**src/rtl/instr_encoder_loader.sv**
```systemverilog
// Encodes symbolic ADD/SUB/AND/OR/NOR/SLT/ADDI instructions into MIPS words
// and streams them into consecutive instruction-memory addresses.
module instr_encoder_loader #(
  parameter int ADDR_W    = 8,
  parameter int BASE_ADDR = 0
) (
  input  logic              clk,
  input  logic              rst_n,
  input  logic              start,
  input  logic              in_valid,
  output logic              in_ready,
  input  logic [2:0]        op_sel,
  input  logic [4:0]        rs,
  input  logic [4:0]        rt,
  input  logic [4:0]        rd,
  input  logic [15:0]       imm,
  input  logic              last,
  output logic              mem_we,
  output logic [ADDR_W-1:0] mem_addr,
  output logic [31:0]       mem_wdata,
  output logic              busy,
  output logic              done,
  output logic              err,
  output logic [1:0]        err_code,
  output logic [ADDR_W:0]   count,
  output logic [2:0]        dbg_state
);

  // Handshake: a word transfers on a rising edge where in_valid && in_ready;
  // in_ready is a pure function of state and never looks at in_valid.

  typedef enum logic [2:0] {
    S_IDLE   = 3'd0,
    S_ACCEPT = 3'd1,
    S_WRITE  = 3'd2,
    S_DONE   = 3'd3,
    S_ERR    = 3'd4
  } state_e;

  localparam logic [ADDR_W-1:0] BASE_PTR = ADDR_W'(BASE_ADDR);
  localparam logic [ADDR_W-1:0] TOP_PTR  = {ADDR_W{1'b1}};

  state_e              state_q, state_d;
  logic [ADDR_W-1:0]   ptr_q, ptr_d;
  logic [ADDR_W-1:0]   addr_q, addr_d;
  logic [31:0]         wdata_q, wdata_d;
  logic                last_q, last_d;
  logic                done_q, done_d;
  logic                err_q, err_d;
  logic [1:0]          err_code_q, err_code_d;
  logic [ADDR_W:0]     count_q, count_d;

  logic [5:0]          funct;
  logic                is_addi;
  logic                illegal;
  logic [31:0]         enc_word;

  always_comb begin
    funct   = 6'b100000;
    is_addi = 1'b0;
    illegal = 1'b0;
    case (op_sel)
      3'b000:  funct = 6'b100000;
      3'b001:  funct = 6'b100010;
      3'b010:  funct = 6'b100100;
      3'b011:  funct = 6'b100101;
      3'b100:  funct = 6'b100111;
      3'b101:  funct = 6'b101010;
      3'b110:  is_addi = 1'b1;
      default: illegal = 1'b1;
    endcase
    enc_word = is_addi ? {6'b001000, rs, rt, imm}
                       : {6'b000000, rs, rt, rd, 5'b00000, funct};
  end

  always_comb begin
    state_d    = state_q;
    ptr_d      = ptr_q;
    addr_d     = addr_q;
    wdata_d    = wdata_q;
    last_d     = last_q;
    done_d     = done_q;
    err_d      = err_q;
    err_code_d = err_code_q;
    count_d    = count_q;
    if (start) begin
      // A write in flight still pulses mem_we this cycle but is not counted.
      state_d    = S_ACCEPT;
      ptr_d      = BASE_PTR;
      count_d    = '0;
      done_d     = 1'b0;
      err_d      = 1'b0;
      err_code_d = 2'b00;
    end else begin
      case (state_q)
        S_ACCEPT: begin
          if (in_valid) begin
            if (illegal) begin
              state_d    = S_ERR;
              err_d      = 1'b1;
              err_code_d = 2'b01;
            end else begin
              state_d = S_WRITE;
              addr_d  = ptr_q;
              wdata_d = enc_word;
              last_d  = last;
            end
          end
        end
        S_WRITE: begin
          count_d = count_q + 1'b1;
          ptr_d   = ptr_q + 1'b1;
          if (last_q) begin
            state_d = S_DONE;
            done_d  = 1'b1;
          end else if (ptr_q == TOP_PTR) begin
            state_d    = S_ERR;
            err_d      = 1'b1;
            err_code_d = 2'b10;
          end else begin
            state_d = S_ACCEPT;
          end
        end
        default: state_d = state_q;
      endcase
    end
  end

  always_ff @(posedge clk) begin
    if (!rst_n) begin
      state_q    <= S_IDLE;
      ptr_q      <= '0;
      addr_q     <= '0;
      wdata_q    <= '0;
      last_q     <= 1'b0;
      done_q     <= 1'b0;
      err_q      <= 1'b0;
      err_code_q <= 2'b00;
      count_q    <= '0;
    end else begin
      state_q    <= state_d;
      ptr_q      <= ptr_d;
      addr_q     <= addr_d;
      wdata_q    <= wdata_d;
      last_q     <= last_d;
      done_q     <= done_d;
      err_q      <= err_d;
      err_code_q <= err_code_d;
      count_q    <= count_d;
    end
  end

  assign in_ready  = (state_q == S_ACCEPT);
  assign mem_we    = (state_q == S_WRITE);
  assign busy      = (state_q == S_ACCEPT) || (state_q == S_WRITE);
  assign mem_addr  = addr_q;
  assign mem_wdata = wdata_q;
  assign done      = done_q;
  assign err       = err_q;
  assign err_code  = err_code_q;
  assign count     = count_q;
  assign dbg_state = state_q;

endmodule

```
**config.mk**
```make
export PLATFORM = sky130hd
export DESIGN_NAME = instr_encoder_loader
export DESIGN_NICKNAME = d
export VERILOG_FILES = /design/src/rtl/instr_encoder_loader.sv
export SDC_FILE = /design/constraint.sdc
export NUM_CORES = 1
export LEC_CHECK = 0
export CAP_MARGIN = 20
export CORE_MARGIN = 2
export CORE_UTILIZATION = 44
export DETAILED_ROUTE_END_ITERATION = 16
export PLACE_DENSITY = 0.79
export SLEW_MARGIN = 40
export SYNTH_ARGS = -nofsm -noshare
export SYNTH_HDL_FRONTEND = slang
export SYNTH_SLANG_ARGS = --single-unit
export TNS_END_PERCENT = 10
```
**constraint.sdc**
```tcl
create_clock -name clk -period 1.8 [get_ports clk]
set_input_delay 0.45 -clock clk [delete_from_list [all_inputs] [get_ports clk]]
set_output_delay 0.45 -clock clk [all_outputs]
set_load 0.01 [all_outputs]
```
---- Word level (Yosys, flattened, before mapping) ----
Cells that the tools add are included.
Widths: inputs -> output; s select.
cells by class
  $add $sub $neg .......................... 2
  multiply operators ...................... 0
  div/mod/pow operators ................... 0
  order comparisons ....................... 0
  equal/unequal tests ..................... 14
  shift operators ......................... 0
  mux-type cells .......................... 19
  bitwise operators ....................... 2
  reductions and logical operators ........ 11
operator list
  cell                 count
  $mux 30              1
  $pmux 4 s5           1
  $mux 3               4
  $add 9x1->9 const B  1
  $eq 3x2->1 const B   3
  $eq 3x3->1 const B   3
  $add 8x1->8 const B  1
  $eq 8x8->1 const B   1
  $mux 2               4
  $reduce_or 7->1      1
  $eq 3x1->1 const B   2
  $mux 1               6
  $ne 2x2->1 const B   3
  $pmux 3 s2           1
  $reduce_and 2->1     3
  $reduce_and 5->1     1
  $pmux 2 s2           1
  $reduce_and 4->1     1
  $logic_not 3->1      1
  $ne 3x3->1 const B   1
  $reduce_bool 3->1    1
  $ne 2x1->1 const B   1
  $not 1->1            2
  $pmux 1 s2           1
  3 further kinds      3
word-level totals
  flip-flop bits (word level) ............. 65
  latch bits .............................. 0
  RAM bits ................................ 0
  ROM bits ................................ 0
  output and inout port bits .............. 59
  logic and storage cells ................. 58
  memories ................................ 0

---- Depth between registers and ports, before layout ----
  depth in word-level cells ............... 6
  mapped depth ............................ 5

---- Least setup slack after synthesis ----
No wires, ideal clock.
  path kind ............................... flip-flop to output port
  start ................................... register state_q[2] (netlist: dbg_state[2])
  end ..................................... output port busy
  data arrival time ....................... 1311 ps
  required time ........................... 1350 ps
  setup slack ............................. 39 ps
  stages on the path, launching flop included .. 5
  path buffers ............................ 1
  cells stage by stage .................... dfxtp_1 -> or3b_1 -> buf_2 -> clkinv_1 -> or2_2
between the ends
  longest elaborated chain between the ends .. 2
  elaborated cells on any way between the ends .. 3
  those cells by class .................... eq/ne: 2; reduce/logical: 1
ends and longest elaborated chain
  item                    line  source
  from (decl)             43    state_e state_q, state_d;
  from (signal assigned)  141   state_q <= state_d;
  $eq 3x2->1              --
  named net mem_we        18    output logic mem_we,
  $logic_or 1x1->1        155   assign busy = (state_q == S_ACCEPT) || (state_q == S_WRITE);
  to (decl)               21    output logic busy,
The timed path passes the listed nets, and every way through them passes these cells.

---- Worst setup path after layout ----
  start ................................... register state_q[2] (netlist: dbg_state[2])
  end ..................................... output port mem_we
between the ends
  longest elaborated chain between the ends .. 1
ends and longest elaborated chain
  item        line  source
  $eq 3x2->1  154   assign mem_we = (state_q == S_WRITE);
  to (decl)   18
Every way passes these cells.

==> metrics.csv <==
stage,metric,value,unit
floorplan,die area,6650,um^2
layout,nets@finish,453,
clock_network,CTS tree,done,
sta,fin crit period,1.81,ns
detailed_routing,final wirelength,6.82,mm
global_routing,largest net degree at the start of global routing,31,
placement,IO Port Bufs,92,
flow_run,Max-cap violations,0,
layout,diode count,0,
min_path,Worst Hold End,err_code[0]$_SDFFE_PP0P_,
layout,register area,1210,um^2
detailed_routing,WL per Instance,13.9,um
placement,routability cong.,0.845,
detailed_routing,First-pass DRT Iterations,4,
worst_setup_path,family with the most delay on the worst path,simple AND/OR/NAND/NOR gates,
min_path,Worst Hold Depth,2,
sta,final worst-path cycle share,101,%
yosys,synthesized flop and latch total,60,
clock_network,Inserted Clock Buffers,9,
worst_setup_path,FF-to-FF Start,dbg_state[2]$_SDFFE_PP0P_,
pwr,Gate power share,12.3,%
pwr,clock share of power,38.3,%
worst_setup_path,CP Max Fanout,3,
status,failing checks,negative setup slack,
worst_setup_path,crit end category,output port,
floorplan,Core Box Area,5850,um^2
worst_setup_path,CP max-delay cell,or3b_4,
floorplan,Die X,81.6,um
pwr,sequential share of power,49.4,%
layout,Layout area overhead,51.2,%
min_path,worst hold-check path type,flip-flop to flip-flop,
yosys,Synth Warn #,0,
sta,"crit path setup slack, layout",-0.0120,ns
global_routing,vias in the first global route,2454,
global_routing,antenna violations before repair,0,
global_routing,Tot GR Track Use,21.5,%
sta,"Slew Viols, Final",0,
layout,multi-input logic area,1360,um^2
worst_setup_path,crit-path cells,"or3b_4, clkinv_2, clkdlybuf4s15_2",
yosys,synthesized area per cell,8.85,um^2
pwr,worst vdd ir,0.000455,V
detailed_routing,routed via count,2581,
clock_network,Worst-Skew Late Latency,0.33,ns
pwr,NetSw,0.649,mW
floorplan,Ports,98,
yosys,asr flop ratio synth,0,%
floorplan,die height,81.6,um
status,outcome,"finished, violations left",
clock_network,buffer count from post-CTS setup fixing,0,
pwr,Pint,2.11,mW
pwr,pwr dens,688,nW/um^2
pwr,Leak Pwr,1.45,nW
floorplan,Rows,28,
yosys,number of synthesized flops with an enable pin,0,
pwr,switching part of the total,23.5,%
placement,dpl hpwl,4.90,mm
worst_setup_path,R2R Setup Slk,0.15,ns
yosys,cells after synthesis,299,
sta,minimum hold slack,0.452,ns
worst_setup_path,R2R Path End,ptr_q[5]$_SDFFE_PP0P_,
worst_setup_path,kind of critical path,flip-flop to output port,
clock_network,CTS Root Buffer Type,clkbuf_8,
yosys,mapped cell area,2650,um^2
clock_network,CTS sink count,60,
sta,Final setup violation count,1,
clock_network,H-tree lvl count,3,
sta,final hold violations,0,
clock_network,Worst-path clk slew,0.06,ns
worst_setup_path,WP data required,1.35,ns
min_path,hold_sp,err_code[0]$_SDFFE_PP0P_,
detailed_routing,via/cell ratio,5.26,
worst_setup_path,"slowest stage delay, CP",0.40,ns
placement,Placed Area,3800,um^2
clock_network,CTS Buffer Depth,2,
worst_setup_path,crit path DAT,1.36,ns
yosys,top_reg_cell synth,dfxtp_1,
layout,Fillers,476,
sta,RSZ-0062 raised after global routing,true,
worst_setup_path,CP startpoint kind,flip-flop,
layout,Layout Cells excl Fill,491,
floorplan,Initial Util,45.3,%
placement,dpl cells,476,
placement,Setup WS pre-CTS,-0.207,ns
global_routing,GRT overflow,0,
detailed_routing,Routed Antenna Nets,0,
worst_setup_path,Reg2Reg Depth,4,
sta,Final Skew,0.00493,ns
clock_network,# hold bufs at CTS,0,
layout,design area,4000,um^2
worst_setup_path,Worst Path Buf+Inv,2,
layout,ratio of cells with drive above 1 in the final layout,14.7,%
detailed_routing,drt drc,0,
detailed_routing,Initial DRC Count,67,
sta,setup TNS,-0.0120,ns
yosys,register area share after synthesis,45.4,%
global_routing,first-pass GRT wire length,11.1,mm
sta,Fmax achieved,552,MHz
yosys,Yosys cell types,45,
[synth_stat cells, types with 5 or more instances]
cell / count / area share [%]
a21oi_1: 18 / 3.4
o31ai_1: 9 / 2.6
inv_1: 5 / 0.71
buf_4: 7 / 2.0
clkbuf_1: 12 / 1.7
dfxtp_1: 60 / 45
nand3_1: 12 / 2.3
mux2i_1: 26 / 9.8
o21ai_0: 5 / 0.95
a31oi_1: 5 / 1.2
or4_1: 8 / 2.3
nand2_1: 68 / 9.6
[worst reg2reg max path: stages (launching register included)]
cell     delay, ns
dfxtp_1       0.32
or3b_4        0.41
buf_4         0.20
or4_1         0.51
a21oi_1       0.14
[cells in the final DEF, fill, tap and decap left out, types with 8 or more instances in the layout]
master           count
clkbuf_8            11
nand3_1             12
nand2_1             68
clkdlybuf4s50_1     84
buf_4               26
o31ai_1              9
a21oi_1             18
mux2i_1             26
or4_1                8
dfxtp_1             56
[logic make-up (layout without fill, tap and decap cells)]
| kind of cell | Yosys count | in the layout | synth area share [%] |
|---|---|---|---|
| AO/OA/AOI/OAI | 57 | 57 | 14.6 |
| XOR/XNOR | 2 | 2 | 0.662 |
| adder cells (fa/ha/maj) | 2 | 2 | 0.945 |
| buffers and inverters | 29 | 142 | 5.25 |
| flip-flops | 60 | 60 | 45.4 |
| multiplexers | 29 | 29 | 11.1 |
| other | 1 | 5 | 0.142 |
| AND/OR/NAND/NOR | 119 | 119 | 22.0 |
[power groups by stage]
stage | registers, mW | logic [mW] | clock network [mW]
finish | 1.36 | 0.339 | 1.06
global route | 1.36 | 0.367 | 1.14
CTS | 1.36 | 0.337 | 1.08
detailed placement | 1.39 | 0.333 | 0
global placement | 1.39 | 0.328 | 0
floorplan | 1.40 | 0.132 | 0
[per-layer routing]
metal / track usage [%] / up-vias / share of wire [%]
li1: - / 1287 / -
met3: 7.14 / 12 / 6.0
met2: 37.1 / 89 / 50
met4: 6.17 / 0 / 1.3
met1: 25.4 / 1193 / 43
met5: 0 / - / 0
[area by class of cell]
cell class	count	share of cell area, %
timing repair buffer	120	28.7
inverter	7	0.687
tap	75	2.34
clock inverter	2	0.250
clock buffer	13	3.97
multi-input combinational	214	33.9
sequential	60	30.1
[timing repair]
item	CTS	global route
gates cloned	0	0
setup endpoints to repair	5	16
gates resized for setup	17	9
pin swaps	1	0
[per-stage QoR]
stage	total power [mW]	utilization, %
CTS	2.77	68.1
floorplan	1.53	-
global placement	1.72	65.0
global route	2.87	68.4
detailed placement	1.72	65.0
finish	2.75	68.4
[registers in the layout, summed over array words and instances, names as in the netlist]
register   cells
dbg_state      3
err            1
mem_addr       8
done           1
count          9
last_q         1
mem_wdata     27
ptr_q          8
err_code       2
[how the worst max path moves through the flow]
stage | cells past startpoint | end | startpoint | slack, ns
after CTS | 3 | mem_we | dbg_state[2]$_SDFFE_PP0P_ | -0.01
after detailed placement | 5 | mem_wdata[21]$_SDFFE_PN0P_ | op_sel[2] | -0.21
after floorplan | 4 | busy | dbg_state[2]$_SDFFE_PP0P_ | 0.04
after global routing | 3 | mem_we | dbg_state[2]$_SDFFE_PP0P_ | -0.05
final | 3 | mem_we | dbg_state[2]$_SDFFE_PP0P_ | -0.01
after global placement | 5 | mem_wdata[5]$_SDFFE_PN0P_ | in_valid | -0.17
Note: power is estimated with default switching activity, not from simulation.
